===== src/rtl/regfile_write_ctrl.sv =====
// Write-side front end for the register file: two per-producer FIFOs, round-robin
// arbitration into a single registered write port, plus a pending-write scoreboard.
module regfile_write_ctrl #(
  parameter int unsigned DEPTH = 4,
  parameter int unsigned AW    = 4,
  parameter int unsigned DW    = 16,
  parameter int unsigned NREG  = 8
) (
  input  logic                     clk,
  input  logic                     rst,
  input  logic                     alu_valid,
  output logic                     alu_ready,
  input  logic [AW-1:0]            alu_addr,
  input  logic [DW-1:0]            alu_data,
  input  logic                     mem_valid,
  output logic                     mem_ready,
  input  logic [AW-1:0]            mem_addr,
  input  logic [DW-1:0]            mem_data,
  output logic                     wen,
  output logic [AW-1:0]            waddr,
  output logic [DW-1:0]            wdata,
  output logic [NREG-1:0]          pending,
  output logic [$clog2(DEPTH):0]   alu_count,
  output logic [$clog2(DEPTH):0]   mem_count,
  output logic                     err_drop
);

  localparam int unsigned PW = $clog2(DEPTH);
  localparam int unsigned CW = PW + 1;
  localparam logic [AW:0] NREG_LIM = (AW+1)'(NREG);

  // Source index 0 is the ALU, 1 is the load unit.
  logic [AW-1:0] addr_q [2][DEPTH];
  logic [AW-1:0] addr_d [2][DEPTH];
  logic [DW-1:0] data_q [2][DEPTH];
  logic [DW-1:0] data_d [2][DEPTH];
  logic [PW-1:0] rd_q [2];
  logic [PW-1:0] rd_d [2];
  logic [PW-1:0] wr_q [2];
  logic [PW-1:0] wr_d [2];
  logic [CW-1:0] cnt_q [2];
  logic [CW-1:0] cnt_d [2];

  logic          rr_q, rr_d;
  logic          wen_q, wen_d;
  logic [AW-1:0] waddr_q, waddr_d;
  logic [DW-1:0] wdata_q, wdata_d;
  logic          err_drop_q, err_drop_d;

  logic [1:0]    in_valid, ready, ne, push, pop;
  logic [AW-1:0] in_addr [2];
  logic [DW-1:0] in_data [2];
  logic          sel;
  logic [AW-1:0] head_addr;
  logic [DW-1:0] head_data;
  logic          in_range;
  logic [PW-1:0] off;

  assign in_valid   = {mem_valid, alu_valid};
  assign in_addr[0] = alu_addr;
  assign in_addr[1] = mem_addr;
  assign in_data[0] = alu_data;
  assign in_data[1] = mem_data;

  // Ready depends on occupancy only, so a full FIFO refuses even on a pop edge.
  assign ready[0] = cnt_q[0] < CW'(DEPTH);
  assign ready[1] = cnt_q[1] < CW'(DEPTH);
  assign ne[0]    = cnt_q[0] != '0;
  assign ne[1]    = cnt_q[1] != '0;
  assign push     = in_valid & ready;

  // rr_q = 0 favours the ALU when both sources have entries.
  assign pop[0]    = ne[0] & (~ne[1] | ~rr_q);
  assign pop[1]    = ne[1] & (~ne[0] | rr_q);
  assign sel       = pop[1];
  assign head_addr = addr_q[sel][rd_q[sel]];
  assign head_data = data_q[sel][rd_q[sel]];
  assign in_range  = {1'b0, head_addr} < NREG_LIM;

  always_comb begin
    addr_d     = addr_q;
    data_d     = data_q;
    rd_d       = rd_q;
    wr_d       = wr_q;
    cnt_d      = cnt_q;
    rr_d       = rr_q;
    wen_d      = 1'b0;
    waddr_d    = waddr_q;
    wdata_d    = wdata_q;
    err_drop_d = err_drop_q;

    for (int s = 0; s < 2; s++) begin
      if (push[s]) begin
        addr_d[s][wr_q[s]] = in_addr[s];
        data_d[s][wr_q[s]] = in_data[s];
        wr_d[s]            = wr_q[s] + PW'(1);
      end
      if (pop[s]) begin
        rd_d[s] = rd_q[s] + PW'(1);
      end
      cnt_d[s] = cnt_q[s] + CW'(push[s]) - CW'(pop[s]);
    end

    if (&ne) begin
      rr_d = ~rr_q;
    end

    // Out-of-range entries still use the slot but never reach the write port.
    if (|pop) begin
      if (in_range) begin
        wen_d   = 1'b1;
        waddr_d = head_addr;
        wdata_d = head_data;
      end else begin
        err_drop_d = 1'b1;
      end
    end
  end

  always_ff @(posedge clk or posedge rst) begin
    if (rst) begin
      for (int s = 0; s < 2; s++) begin
        for (int k = 0; k < int'(DEPTH); k++) begin
          addr_q[s][k] <= '0;
          data_q[s][k] <= '0;
        end
        rd_q[s]  <= '0;
        wr_q[s]  <= '0;
        cnt_q[s] <= '0;
      end
      rr_q       <= 1'b0;
      wen_q      <= 1'b0;
      waddr_q    <= '0;
      wdata_q    <= '0;
      err_drop_q <= 1'b0;
    end else begin
      addr_q     <= addr_d;
      data_q     <= data_d;
      rd_q       <= rd_d;
      wr_q       <= wr_d;
      cnt_q      <= cnt_d;
      rr_q       <= rr_d;
      wen_q      <= wen_d;
      waddr_q    <= waddr_d;
      wdata_q    <= wdata_d;
      err_drop_q <= err_drop_d;
    end
  end

  // Scoreboard: a slot is live when its distance from the read pointer is below the count.
  always_comb begin
    pending = '0;
    off     = '0;
    for (int s = 0; s < 2; s++) begin
      for (int k = 0; k < int'(DEPTH); k++) begin
        off = PW'(k) - rd_q[s];
        if (CW'(off) < cnt_q[s]) begin
          for (int i = 0; i < int'(NREG); i++) begin
            if (addr_q[s][k] == AW'(i)) pending[i] = 1'b1;
          end
        end
      end
    end
    if (wen_q) begin
      for (int i = 0; i < int'(NREG); i++) begin
        if (waddr_q == AW'(i)) pending[i] = 1'b1;
      end
    end
  end

  assign alu_ready = ready[0];
  assign mem_ready = ready[1];
  assign alu_count = cnt_q[0];
  assign mem_count = cnt_q[1];
  assign wen       = wen_q;
  assign waddr     = waddr_q;
  assign wdata     = wdata_q;
  assign err_drop  = err_drop_q;

endmodule


===== config.mk =====
export PLATFORM = sky130hd
export DESIGN_NAME = regfile_write_ctrl
export DESIGN_NICKNAME = d
export VERILOG_FILES = /design/src/rtl/regfile_write_ctrl.sv
export SDC_FILE = /design/constraint.sdc
export NUM_CORES = 1
export LEC_CHECK = 0
export ABC_AREA = 1
export CORE_AREA = 2 2 134 136
export DETAILED_ROUTE_END_ITERATION = 12
export DIE_AREA = 0 0 136 138
export PLACE_DENSITY = 0.8
export SLEW_MARGIN = 10
export SYNTH_ARGS = -nofsm -noshare
export SYNTH_HDL_FRONTEND = slang
export SYNTH_SLANG_ARGS = --single-unit

===== constraint.sdc =====
create_clock -name clk -period 8.2 [get_ports clk]
set_clock_uncertainty 0.2 [all_clocks]
set_input_delay 1.64 -clock clk [delete_from_list [all_inputs] [get_ports clk]]
set_output_delay 1.64 -clock clk [all_outputs]
set_load 0.05 [all_outputs]

==> impl_metrics.yaml, run 1 <==
status:
  status: "finished, final reports clean"
synth:
  ys_warn_count: 0
  synth-xor-area-share_pct: 0.886
  synth.area.top_cells: "dfrtp_1 (50%), nand2_1 (18%), o21ai_0 (8.9%)"
  synthArstFlopShare_pct: 100
  syn_area_sq_mm: 0.00989
  synth-simple-area-share_pct: 27.4
  synth_area_per_cell_sq_um: 7.74
  synth_seq_cells: 197
  synth.net_count: 1344
  synth_compound_gate_area_share_pct: 11.5
  synthMuxAreaShare_pct: 0
  synth_ff_type: "dfrtp_1"
  synth_cell_type_count: 37
  synth_edf_count: 0
  post_synth_fa_ha_maj_area_fraction_pct: 2.94
  synth_top_cell_by_area: "dfrtp_1"
  synth_top_family_by_area: "simple AND/OR/NAND/NOR gates"
  synth_seq_area_share_pct: 49.9
  yosysTopAreaCellShare_pct: 49.9
  syn-instance-count: 1278
clock_network:
  cts_buffers: 17
  clkTransAtPathRegs_ns: 0.07
  cts-root-buf: "clkbuf_16"
  insertion_delay_ns: 0.44
  cts_setup_buffers: 0
  postCtsHoldBufs: 0
  post_cts_resize_count: 0
  cts_sinks: 197
  h-tree-depth: 4
  cts.path.max_buffers: 2
  cts_tree: "done"
timing:
  report.final.slew_viol_count: 0
  worstMarginPinSlew_ns: 1.02
  final.setup.tns_ns: 0
  finalHoldViolCount: 0
  finalSetupViolations: 0
  fin_hold_ws_ns: 0.280
  rsz0062_at_grt: "no"
  max_freq_mhz: 198
  layout_min_cycle_time_ns: 5.04
  relSlewSlack_pct: 31.9
  fin_crit_sh_pct: 61.5
min_path:
  min_to: "wdata[13]$_DFFE_PP0P_"
  hold_start: "wdata[13]$_DFFE_PP0P_"
  holdCritPathClass: "register to register"
  hold_path_depth: 2
floorplan:
  core_area_sq_mm: 0.0175
  dieArea_sq_mm: 0.0188
  die_w_microns: 136
  die_y_microns: 138
  rows: 49
  initial_core_util_pct: 56.4
  io_pins: 82
worst_setup_path:
  path_class: "register to output pin"
  cp.arrival_ns: 3.20
  worst_r2r_endpoint: "wdata[15]$_DFFE_PP0P_"
  cp_max_fo: 5
  reg2reg_from: "mem_count[1]$_DFF_PP0_"
  max_stage_delay_ns: 0.81
  reg2reg_depth: 13
  slowest_stage: "clkdlybuf4s50_1"
  cpLargestDelayFamily: "buffers and inverters"
  crit_buf_inv: 3
  startpoint_type: "register"
  crit_chain: "inv_1, ha_1, inv_1, a21oi_1, o21ai_0, nand2_1, nor3_1, nor3_1, nand3_1, clkdlybuf4s50_1"
  rrSetupSlack_ns: 3.82
  end_kind: "output pin"
  required_ns: 6.36
placement:
  dpl.hpwl_microns: 16800
  io_buffers: 81
  gp_congestion: 0.923
global_routing:
  grt_pass1_wl_microns: 43400
  grt_max_degree: 123
  antenna_found_initial: 0
  grt_usage_pct: 29.5
  grt_pass1_vias: 8451
  grt_overflow: 0
layout:
  diodes: 0
  layout-drive-gt1-share_pct: 4.27
  final_common_cell: "nand2_1"
  fin_nets: 1389
  area_growth_pct: 14.8
  post-route-util_pct: 64.7
  mostFrequentLayoutCells: "nand2_1 (461), dfrtp_1 (197), o21ai_0 (175)"
drt:
  post_drt_wl_per_cell_microns: 16.9
  vias_per_cell: 5.61
  drtIter0Drc: 905
  first_pass_iters: 5
  routed_wl_microns: 26500
  route.detailed.drc: 0
  vias: 8775
  drtAntennaViolNets: 0
run:
  drv_cap: 0
layout make-up:
cell class | instances | area, sq um
clock buffers | 20 | 447
clock inverters | 12 | 145
fillers | 1531 | 6180
inverters | 110 | 420
multi-input cells | 904 | 4220
flip-flops and latches | 197 | 4930
well taps | 229 | 287
repair buffers | 93 | 901
logic make-up after synthesis:
group | count (synthesis)
AOI/OAI and AO/OA | 213
xor gates and xnor gates | 10
adders and majority gates | 22
buffers and inverters | 177
DFF | 197
and+or+nand+nor | 659
cell usage after synthesis (3+ instances only):
| cell type | number |
|---|---|
| nand2_1 | 461 |
| dfrtp_1 | 197 |
| o21ai_0 | 175 |
| nand3_1 | 133 |
| inv_1 | 105 |
| clkbuf_1 | 38 |
| nor2_1 | 37 |
| ha_1 | 20 |
| buf_2 | 17 |
| nor3_1 | 17 |
| o22ai_1 | 15 |
| buf_4 | 9 |
| o211ai_1 | 7 |
| xor2_1 | 7 |
| a21oi_1 | 4 |
| inv_2 | 4 |
| nand2_4 | 3 |
| xnor2_1 | 3 |
tightest hold or removal path: stages (launching register included):
cell and delay (ns):
dfrtp_1 0.35, nand2_1 0.05, nand2_1 0.05
metal layers:
layer  wire length (microns)  up-vias  track usage [%]
met5                       0        -                0
met3                    2050       60             5.17
met2                   12400      368             46.5
met4                     740        0             12.4
met1                   11300     4146             40.4
li1                        -     4201                -
registers in the layout (all words and copies together) (netlist names):
| name | count |
|---|---|
| wen | 1 |
| waddr | 4 |
| err_drop | 1 |
| rr_q | 1 |
| data_q | 128 |
| wdata | 16 |
| mem_count | 3 |
| wr_q | 4 |
| rd_q | 4 |
| alu_count | 3 |
| addr_q | 32 |
metrics by stage:
stage | worst slack [ns] | area (sq um) | instances
finish | 3.16 | 11400 | 1565
global route | 2.92 | 11400 | 1565
CTS | 3.16 | 11400 | 1565
detailed placement | 3.66 | 10800 | 1533
global placement | 3.69 | 10800 | 1533
floorplan | 0.991 | 9890 | 1278
how the worst max path moves through the flow:
stage / start / to / depth (start not counted)
2_1_floorplan: rst / addr_q[0]$_DFFE_PP0P_ / 1
3_3_place_gp: alu_count[1]$_DFF_PP0_ / pending[6] / 9
3_5_place_dp: alu_count[1]$_DFF_PP0_ / pending[5] / 10
4_1_cts: alu_count[1]$_DFF_PP0_ / pending[5] / 10
5_1_grt: alu_count[1]$_DFF_PP0_ / pending[5] / 10
6_report: alu_count[1]$_DFF_PP0_ / pending[5] / 10
Power of run 1 is not shown: default switching activity piles up to over one toggle a cycle in this logic, so the estimate is an artifact.
==> inputs of run 2 (changes only) <==
==> constraint.sdc (replaced) <==
create_clock -name clk -period 5.2 [get_ports clk]
set_clock_uncertainty 0.2 [all_clocks]
set_input_delay 1.04 -clock clk [delete_from_list [all_inputs] [get_ports clk]]
set_output_delay 1.04 -clock clk [all_outputs]
set_load 0.05 [all_outputs]
==> impl_metrics.yaml, run 2 (same netlist as run 1, synthesis figures left out) <==
run:
  drv_cap: 0
floorplan:
  rows: 49
  dieArea_sq_mm: 0.0188
  io_pins: 82
  die_y_microns: 138
  initial_core_util_pct: 56.4
  die_w_microns: 136
  core_area_sq_mm: 0.0175
worst_setup_path:
  cp.arrival_ns: 3.29
  slowest_stage: "clkdlybuf4s50_1"
  cp_max_fo: 4
  startpoint_type: "register"
  required_ns: 3.96
  cpLargestDelayFamily: "buffers and inverters"
  crit_buf_inv: 2
  rrSetupSlack_ns: 1.57
  reg2reg_depth: 12
  cp_common_cell: "nor2_1"
  worst_r2r_endpoint: "wdata[0]$_DFFE_PP0P_"
  path_class: "register to output pin"
  end_kind: "output pin"
  crit_chain: "xnor2_1, inv_1, ha_1, a21boi_0, o21ai_0, nand3_1, nor2_1, nor2_1, nand4_1, clkdlybuf4s50_1"
  max_stage_delay_ns: 0.83
  reg2reg_from: "alu_count[0]$_DFF_PP0_"
global_routing:
  grt_pass1_wl_microns: 43800
  grt_pass1_vias: 8436
  antenna_found_initial: 0
  grt_usage_pct: 29.7
  grt_max_degree: 95
  grt_overflow: 0
layout:
  top_register: "data_q"
  stdcell_count: 1570
  seq_area_sq_mm: 0.00493
  post-route-util_pct: 65.2
  fin_nets: 1394
  final_common_cell: "nand2_1"
  multi_input_area_sq_mm: 0.00422
  mostFrequentLayoutCells: "nand2_1 (461), dfrtp_1 (197), o21ai_0 (175)"
  area_growth_pct: 15.6
  layout-drive-gt1-share_pct: 4.77
  diodes: 0
  n_fill_cell: 1540
  largest_reg_flops: 128
timing:
  layout_min_cycle_time_ns: 4.53
  max_freq_mhz: 221
  finalHoldViolCount: 0
  worstMarginPinSlew_ns: 0.870
  fin_hold_ws_ns: 0.279
  rsz0062_at_grt: "no"
  relSlewSlack_pct: 41.9
  fin_crit_sh_pct: 87.1
  final.setup.tns_ns: 0
  finalSetupViolations: 0
  report.final.slew_viol_count: 0
clock_network:
  clkTransAtPathRegs_ns: 0.07
  postCtsHoldBufs: 0
  cts_setup_buffers: 0
  cts.path.max_buffers: 2
  insertion_delay_ns: 0.44
  post_cts_resize_count: 0
  cts_tree: "done"
  h-tree-depth: 4
  cts_sinks: 197
  cts_buffers: 17
  cts-root-buf: "clkbuf_16"
drt:
  drtAntennaViolNets: 0
  routed_wl_microns: 26400
  top_layer_used: "met4"
  drtIter0Drc: 927
  wl_met3_microns: 1820
  vias_per_cell: 5.59
  first_pass_iters: 5
  vias: 8783
  met1_length_microns: 11200
  wl_met2_microns: 12700
  route.detailed.drc: 0
  post_drt_wl_per_cell_microns: 16.8
placement:
  dpl.hpwl_microns: 17500
  dp.cells: 1538
  gp_congestion: 0.950
  io_buffers: 81
min_path:
  hold_start: "wdata[15]$_DFFE_PP0P_"
  holdCritPathClass: "register to register"
  hold_path_depth: 2
  min_to: "wdata[15]$_DFFE_PP0P_"
status:
  status: "finished, final reports clean"
[run 2: cell types whose count changed in the layout (fill, tap and decap cells not counted), sizes merged]
| cell | delta |
|---|---|
| clkinv | -1 |
| inv | +3 |
| clkinvlp | -1 |
| clkbuf | -1 |
| buf | +5 |
[run 2: per-stage QoR]
stage	worst slack (ns)	area (sq um)
after detailed placement	1.17	10800
final	0.671	11400
after floorplan	1.41	9890
after global placement	1.22	10800
after global routing	0.504	11400
after CTS	0.703	11400
[run 2: layer usage]
metal | GRT usage, % | vias up
met5 | 0 | -
met4 | 10.7 | 0
met3 | 4.51 | 49
met2 | 46.5 | 372
met1 | 42.2 | 4146
li1 | - | 4216
[run 2: area by class of cell]
class,instances,share of cell area [%]
clock buffers,19,3.96
clock inverters,13,1.41
inverters,110,3.64
multi-input cells,904,36.9
flip-flops and latches,197,43.1
well taps,229,2.51
repair buffers,98,8.43
[run 2: how the worst max path moves through the flow]
stage / from / to / slack (ns) / depth (start not counted)
after CTS: rd_q[0]$_DFFE_PP0P_ / pending[7] / 0.70 / 10
after floorplan: rst / addr_q[0]$_DFFE_PP0P_ / 1.41 / 1
after detailed placement: rd_q[0]$_DFFE_PP0P_ / pending[7] / 1.17 / 10
after global routing: rd_q[0]$_DFFE_PP0P_ / pending[7] / 0.50 / 10
after global placement: rd_q[0]$_DFFE_PP0P_ / pending[7] / 1.22 / 10
final: rd_q[0]$_DFFE_PP0P_ / pending[7] / 0.67 / 10
[run 2: worst reg2reg max path: cells and delay by family (launching register included)]
| kind | cells | cell delay [ns] |
|---|---|---|
| buffers and inverters | 2 | 0.52 |
| AND/OR/NAND/NOR | 10 | 2.35 |
| flip-flops | 1 | 0.47 |
Power of run 2 is left out for the same reason.
==> edit 1 (config.mk and constraints of run 1) <==
Set the parameter `NREG` to 16 (it was 8).
--- a/src/rtl/regfile_write_ctrl.sv
+++ b/src/rtl/regfile_write_ctrl.sv
@@ -4,7 +4,7 @@
   parameter int unsigned DEPTH = 4,
   parameter int unsigned AW    = 4,
   parameter int unsigned DW    = 16,
-  parameter int unsigned NREG  = 8
+  parameter int unsigned NREG  = 16
 ) (
   input  logic                     clk,
   input  logic                     rst,
Ports: changed (resized pending); port bits go from 82 to 90. No check against the original RTL was run, so the function may have changed too.
==> edit 1 against run 1 <==
Routed wire length up 31%. Largest cell class is now multi-input combinational cells. Cell area is 12% higher. Worst setup slack worse by 0.16 ns. Area after synthesis is 13% higher. Sequential cell count fell by 1.
Power is not shown: default switching activity piles up to over one toggle a cycle in this logic, so the estimate is an artifact.
==> edit 1: results (changes against run 1) <==
* Clock-pin slew on the worst setup and hold paths at 0.09 ns (+0.02 ns)
* WL final at 34.7 mm (+31%)
* Slew @ Worst Pin at 1.01 ns (-0.0106 ns)
* Met2 Track Usage GR at 58.3% (+12 points)
* Initial antenna violation count at 0 (unchanged)
* Worst EP arrival at 3.36 ns (+0.16 ns)
* Xor and xnor area share after synthesis at 0.785% (-0.10 points)
* M1 GR Usage at 52.0% (+12 points)
* Hpwl dp at 23.3 mm (+39%)
* 1st-pass router iterations at 7 (+2)
* Commonest cells in the netlist: nand2_1, inv_1, dfrtp_1, o21ai_0, nand3_1
* Vias at 11,100 (+26%)
* Max incr delay on CP at 0.81 ns (about the same)
* Reg2reg setup slack at 3.87 ns (+0.05 ns)
* FF-to-FF path depth at 14 (+1)
* CP max stage cell: clkdlybuf4s50_1
* Post-synthesis sequential area ratio at 43.9% (-5.9 points)
* Library cells used by synthesis at 32 (-14%)
* Area contributors post-synth: dfrtp_1, nand2_1, o21ai_0, inv_1, nand3_1
* FILL cells at 1,311 (-14%)
* Synth Area in Adders at 2.60% (-0.34 points)
* Post-synthesis compound-gate area fraction at 10.1% (-1.4 points)
* M3 GR Usage at 6.60% (+1.4 points)
* Number of port buffers at 88 (+8.6%)
* FF-to-FF End: wdata[15]$_DFFE_PP0P_
* Post-CTS resize count at 0 (unchanged)
* Number of global-route vias before repair at 10,600 (+26%)
* First-pass GRT wire length at 55.4 mm (+28%)
* Worst Hold Depth at 2 (unchanged)
* Post-synthesis mux area share at 0% (unchanged)
* Min-Delay Endpoint: data_q[16]$_DFFE_PP0P_
* Async S/R FF share, synth at 100% (unchanged)
* Largest net degree at the start of global routing at 117 (-4.9%)
* Routability congestion estimate at 1.08 (+17%)
* # Post-CTS Setup Buffers at 0 (unchanged)
* GRT Resource Usage Total at 37.9% (+8.4 points)
* Final layout net count at 1,706 (+23%)
* Hold path start: data_q[16]$_DFFE_PP0P_
* Layout cells sized above 1 at 3.45% (-0.82 points)
* Delay-heaviest family, CP: simple AND/OR/NAND/NOR gates
* Iter 0 DRT Violations at 1,231 (+36%)
* H-Tree Level Count at 4 (unchanged)
* R2r startpoint: alu_count[1]$_DFF_PP0_
* Outcome: finished clean
* Top_reg_cell synth: dfrtp_1
## edit 1: changes by cell type after synthesis, moves of 5 or more
cell      before  now
nand2_1      461  585
inv_1        105  202
nor2_1        37   74
nand3b_1       1   33
nor3_1        17   32
a21oi_1        4   13
clkbuf_1      38   46
nand3_1      133  126
o21ai_0      175  182
buf_2         17   23
nand4_1        1    7
o211ai_1       7    2
## edit 1: through the flow
step / setup slack, ns / std cells / hold WS, ns / area [um2]
final: 3.00 / 1881 / 0.281 / 12700
after global routing: 2.83 / 1881 / 0.302 / 12700
after CTS: 3.04 / 1881 / 0.282 / 12700
after detailed placement: 3.52 / 1850 / 0.264 / 12100
after global placement: 3.54 / 1850 / 0.258 / 12100
after floorplan: 1.02 / 1598 / 0.244 / 11200
## edit 1: how the worst max path moves through the flow
stage                            from               endpoint  slack [ns]
2_1_floorplan                     rst  addr_q[0]$_DFFE_PP0P_        1.02
3_3_place_gp      rd_q[0]$_DFFE_PP0P_            pending[15]        3.54
3_5_place_dp   alu_count[1]$_DFF_PP0_            pending[12]        3.52
4_1_cts           rd_q[3]$_DFFE_PP0P_             pending[7]        3.04
5_1_grt        alu_count[1]$_DFF_PP0_            pending[12]        2.83
6_report       alu_count[1]$_DFF_PP0_            pending[12]        3.00
## edit 1: worst min-delay path, stage by stage, from the launching register on
cell	delay, ns
dfrtp_1	0.34
nand2_1	0.05
o21ai_0	0.06
## edit 1: cell type report
class | count | share of cell area (%)
inverters | 209 | 6.24
well taps | 229 | 2.26
clock inverters | 14 | 1.44
multi-input cells | 1116 | 40.4
flip-flops and latches | 196 | 38.6
repair buffers | 100 | 7.65
clock buffers | 17 | 3.35
## edit 1: logic make-up (layout without fill, tap and decap cells)
family | after synthesis | in the layout
AO/OA/AOI/OAI | 218 | 218
AND/OR/NAND/NOR | 865 | 865
flip-flops | 196 | 196
buffers and inverters | 286 | 340
XOR/XNOR | 10 | 10
other | 1 | 1
adder cells (fa/ha/maj) | 22 | 22
## edit 1: layer usage
layer,up-vias,routed length (um)
li1,5101,-
met5,-,0
met1,5131,13500
met3,133,3540
met2,699,15900
met4,0,1750
==> edit 2 (flow settings as in run 1) <==
Without the edit above. Register the outputs `alu_count` and `mem_count`; this adds one clock of latency there. The other outputs are not delayed to match.
--- a/src/rtl/regfile_write_ctrl.sv
+++ b/src/rtl/regfile_write_ctrl.sv
@@ -170,8 +170,10 @@
 
   assign alu_ready = ready[0];
   assign mem_ready = ready[1];
-  assign alu_count = cnt_q[0];
-  assign mem_count = cnt_q[1];
+  always_ff @(posedge clk) begin
+    alu_count <= cnt_q[0];
+    mem_count <= cnt_q[1];
+  end
   assign wen       = wen_q;
   assign waddr     = waddr_q;
   assign wdata     = wdata_q;
Check against the original RTL: not equivalent (a bounded check fails within 4 cycles, from zero or initial values and one cycle with rst high).
==> edit 2 against run 1 <==
Area after synthesis rose by 1.5%. Cell area rose by 2.4%. Non-clock buffer count did not move. Utilization rose by 1.5 points. Worst setup slack got worse by 0.097 ns. Synthesized cell count rose by 0.86%. Sequential cell count rose by 6. Routed wire length rose by 5.4%. Critical path depth rose by 1. Critical endpoint is now pending[7]. Largest cell class unchanged.
Power is not shown: default switching activity piles up to over one toggle a cycle in this logic, so the estimate is an artifact.
==> edit 2: results (changes against run 1) <==
* Outcome: finished clean
* Clock root buffer: clkbuf_16
* Post-CTS resize count at 0 (unchanged)
* Commonest cells in the netlist: nand2_1, dfrtp_1, o21ai_0, nand3_1, inv_1
* Worst-case clock buffer depth at 3 (+1)
* First-pass GRT wire length at 46.0 mm (+6.1%)
* Number of port buffers at 81 (unchanged)
* Area contributors post-synth: dfrtp_1, nand2_1, o21ai_0, nand3_1, inv_1
* Max-slew headroom at 29.3% (-2.5 points)
* Synth Warn # at 0 (unchanged)
* Delay-heaviest family, CP: buffers and inverters
* Max incr delay on CP at 0.80 ns
* Vias at 8,966 (+2.2%)
* Pre-CTS setup slack at 3.62 ns (-0.0416 ns)
* Post-synthesis sequential area ratio at 50.3% (+0.44 points)
* Layout cells sized above 1 at 4.50% (+0.23 points)
* H-Tree Level Count at 1 (-3)
* Largest net degree at the start of global routing at 141 (+15%)
* Max FFs per register at 128 (unchanged)
* GRT Resource Usage Total at 30.8% (+1.3 points)
* Async S/R FF share, synth at 97.0% (-3.0 points)
* Iter 0 DRT Violations at 791 (-13%)
* Number of global-route vias before repair at 8,899 (+5.3%)
* CP max stage cell: clkdlybuf4s50_1
* 1st-pass router iterations at 5 (unchanged)
* Worst-skew pair later-pin latency at 0.51 ns (+0.07 ns)
* FILL cells at 1,546 (+0.98%)
* Hpwl dp at 18.2 mm (+8.1%)
* # Post-CTS Setup Buffers at 0 (unchanged)
* Hold Crit Class: reg -> reg
* Clock-pin slew on the worst setup and hold paths at 0.06 ns
* Routability congestion estimate at 0.952 (+3.1%)
* Worst EP arrival at 3.30 ns (+0.10 ns)
* Diodes inserted at 0 (unchanged)
* Synthesized Nets at 1,355 (+0.82%)
* Initial antenna violation count at 0 (unchanged)
* Library cells used by synthesis at 38 (+2.7%)
* WL final at 27.9 mm (+5.4%)
* Total CTS buffers at 23 (+6)
* Max FO, Critical Path at 5 (unchanged)
* Top reg by flops: data_q
-- edit 2: cell types whose count changed after synthesis, moves of 3 or more --
cell and delta:
a21oi_1 +4, buf_2 -4, buf_6 +4, dfxtp_1 +6
inv_1 -6, nand2_1 +11, nand2_2 +3, nand3_1 -5
nor2_1 +11, nor3_1 -4, o22ai_1 -6
-- edit 2: through the flow --
| step | util (%) | instances | cell area [um2] |
|---|---|---|---|
| after global placement | 62.1 | 1544 | 10900 |
| after global routing | 66.3 | 1585 | 11600 |
| after floorplan | - | 1289 | 10000 |
| after CTS | 66.3 | 1585 | 11600 |
| final | 66.3 | 1585 | 11600 |
| after detailed placement | 62.1 | 1544 | 10900 |
-- edit 2: cells by family (layout without fill, tap and decap cells) --
| kind of cell | count (synthesis) | in the layout | synth area share, % |
|---|---|---|---|
| adder cells (fa/ha/maj) | 22 | 22 | 2.89 |
| AO/OA/AOI/OAI | 207 | 207 | 10.9 |
| buffers and inverters | 170 | 237 | 7.37 |
| XOR/XNOR | 10 | 10 | 0.873 |
| AND/OR/NAND/NOR | 677 | 677 | 27.6 |
| flip-flops | 203 | 203 | 50.3 |
-- edit 2: final timing paths --
check	slack, ns	depth (start not counted)	endpoint	from
worst max-delay path	3.06	11	pending[7]	rd_q[3]$_DFFE_PP0P_
worst min-delay path	0.26	0	mem_count[2]$_DFF_P_	cnt_q[2]$_DFF_PP0_
worst max register to register	3.60	14	wdata[15]$_DFFE_PP0P_	cnt_q[4]$_DFF_PP0_
worst min register to register	0.26	0	mem_count[2]$_DFF_P_	cnt_q[2]$_DFF_PP0_
max in group asynchronous	4.89	3	data_q[47]$_DFFE_PP0P_	rst
min in group asynchronous	1.54	2	data_q[43]$_DFFE_PP0P_	rst
-- edit 2: cell type report --
cell class                      count  share of cell area [%]
Tap cell                          229                    2.47
Timing Repair Buffer               93                    7.75
Multi-Input combinational cell    916                    36.6
Clock inverter                      7                   0.797
Clock buffer                       34                    5.57
Inverter                          103                    3.41
Sequential cell                   203                    43.4
-- edit 2: layer usage --
layer | up-vias | GRT usage (%) | part of all wire, %
li1 | 4249 | - | -
met1 | 4261 | 41.0 | 41
met2 | 388 | 52.0 | 49
met3 | 68 | 3.81 | 6.6
met4 | 0 | 10.8 | 3.6
met5 | - | 0 | 0
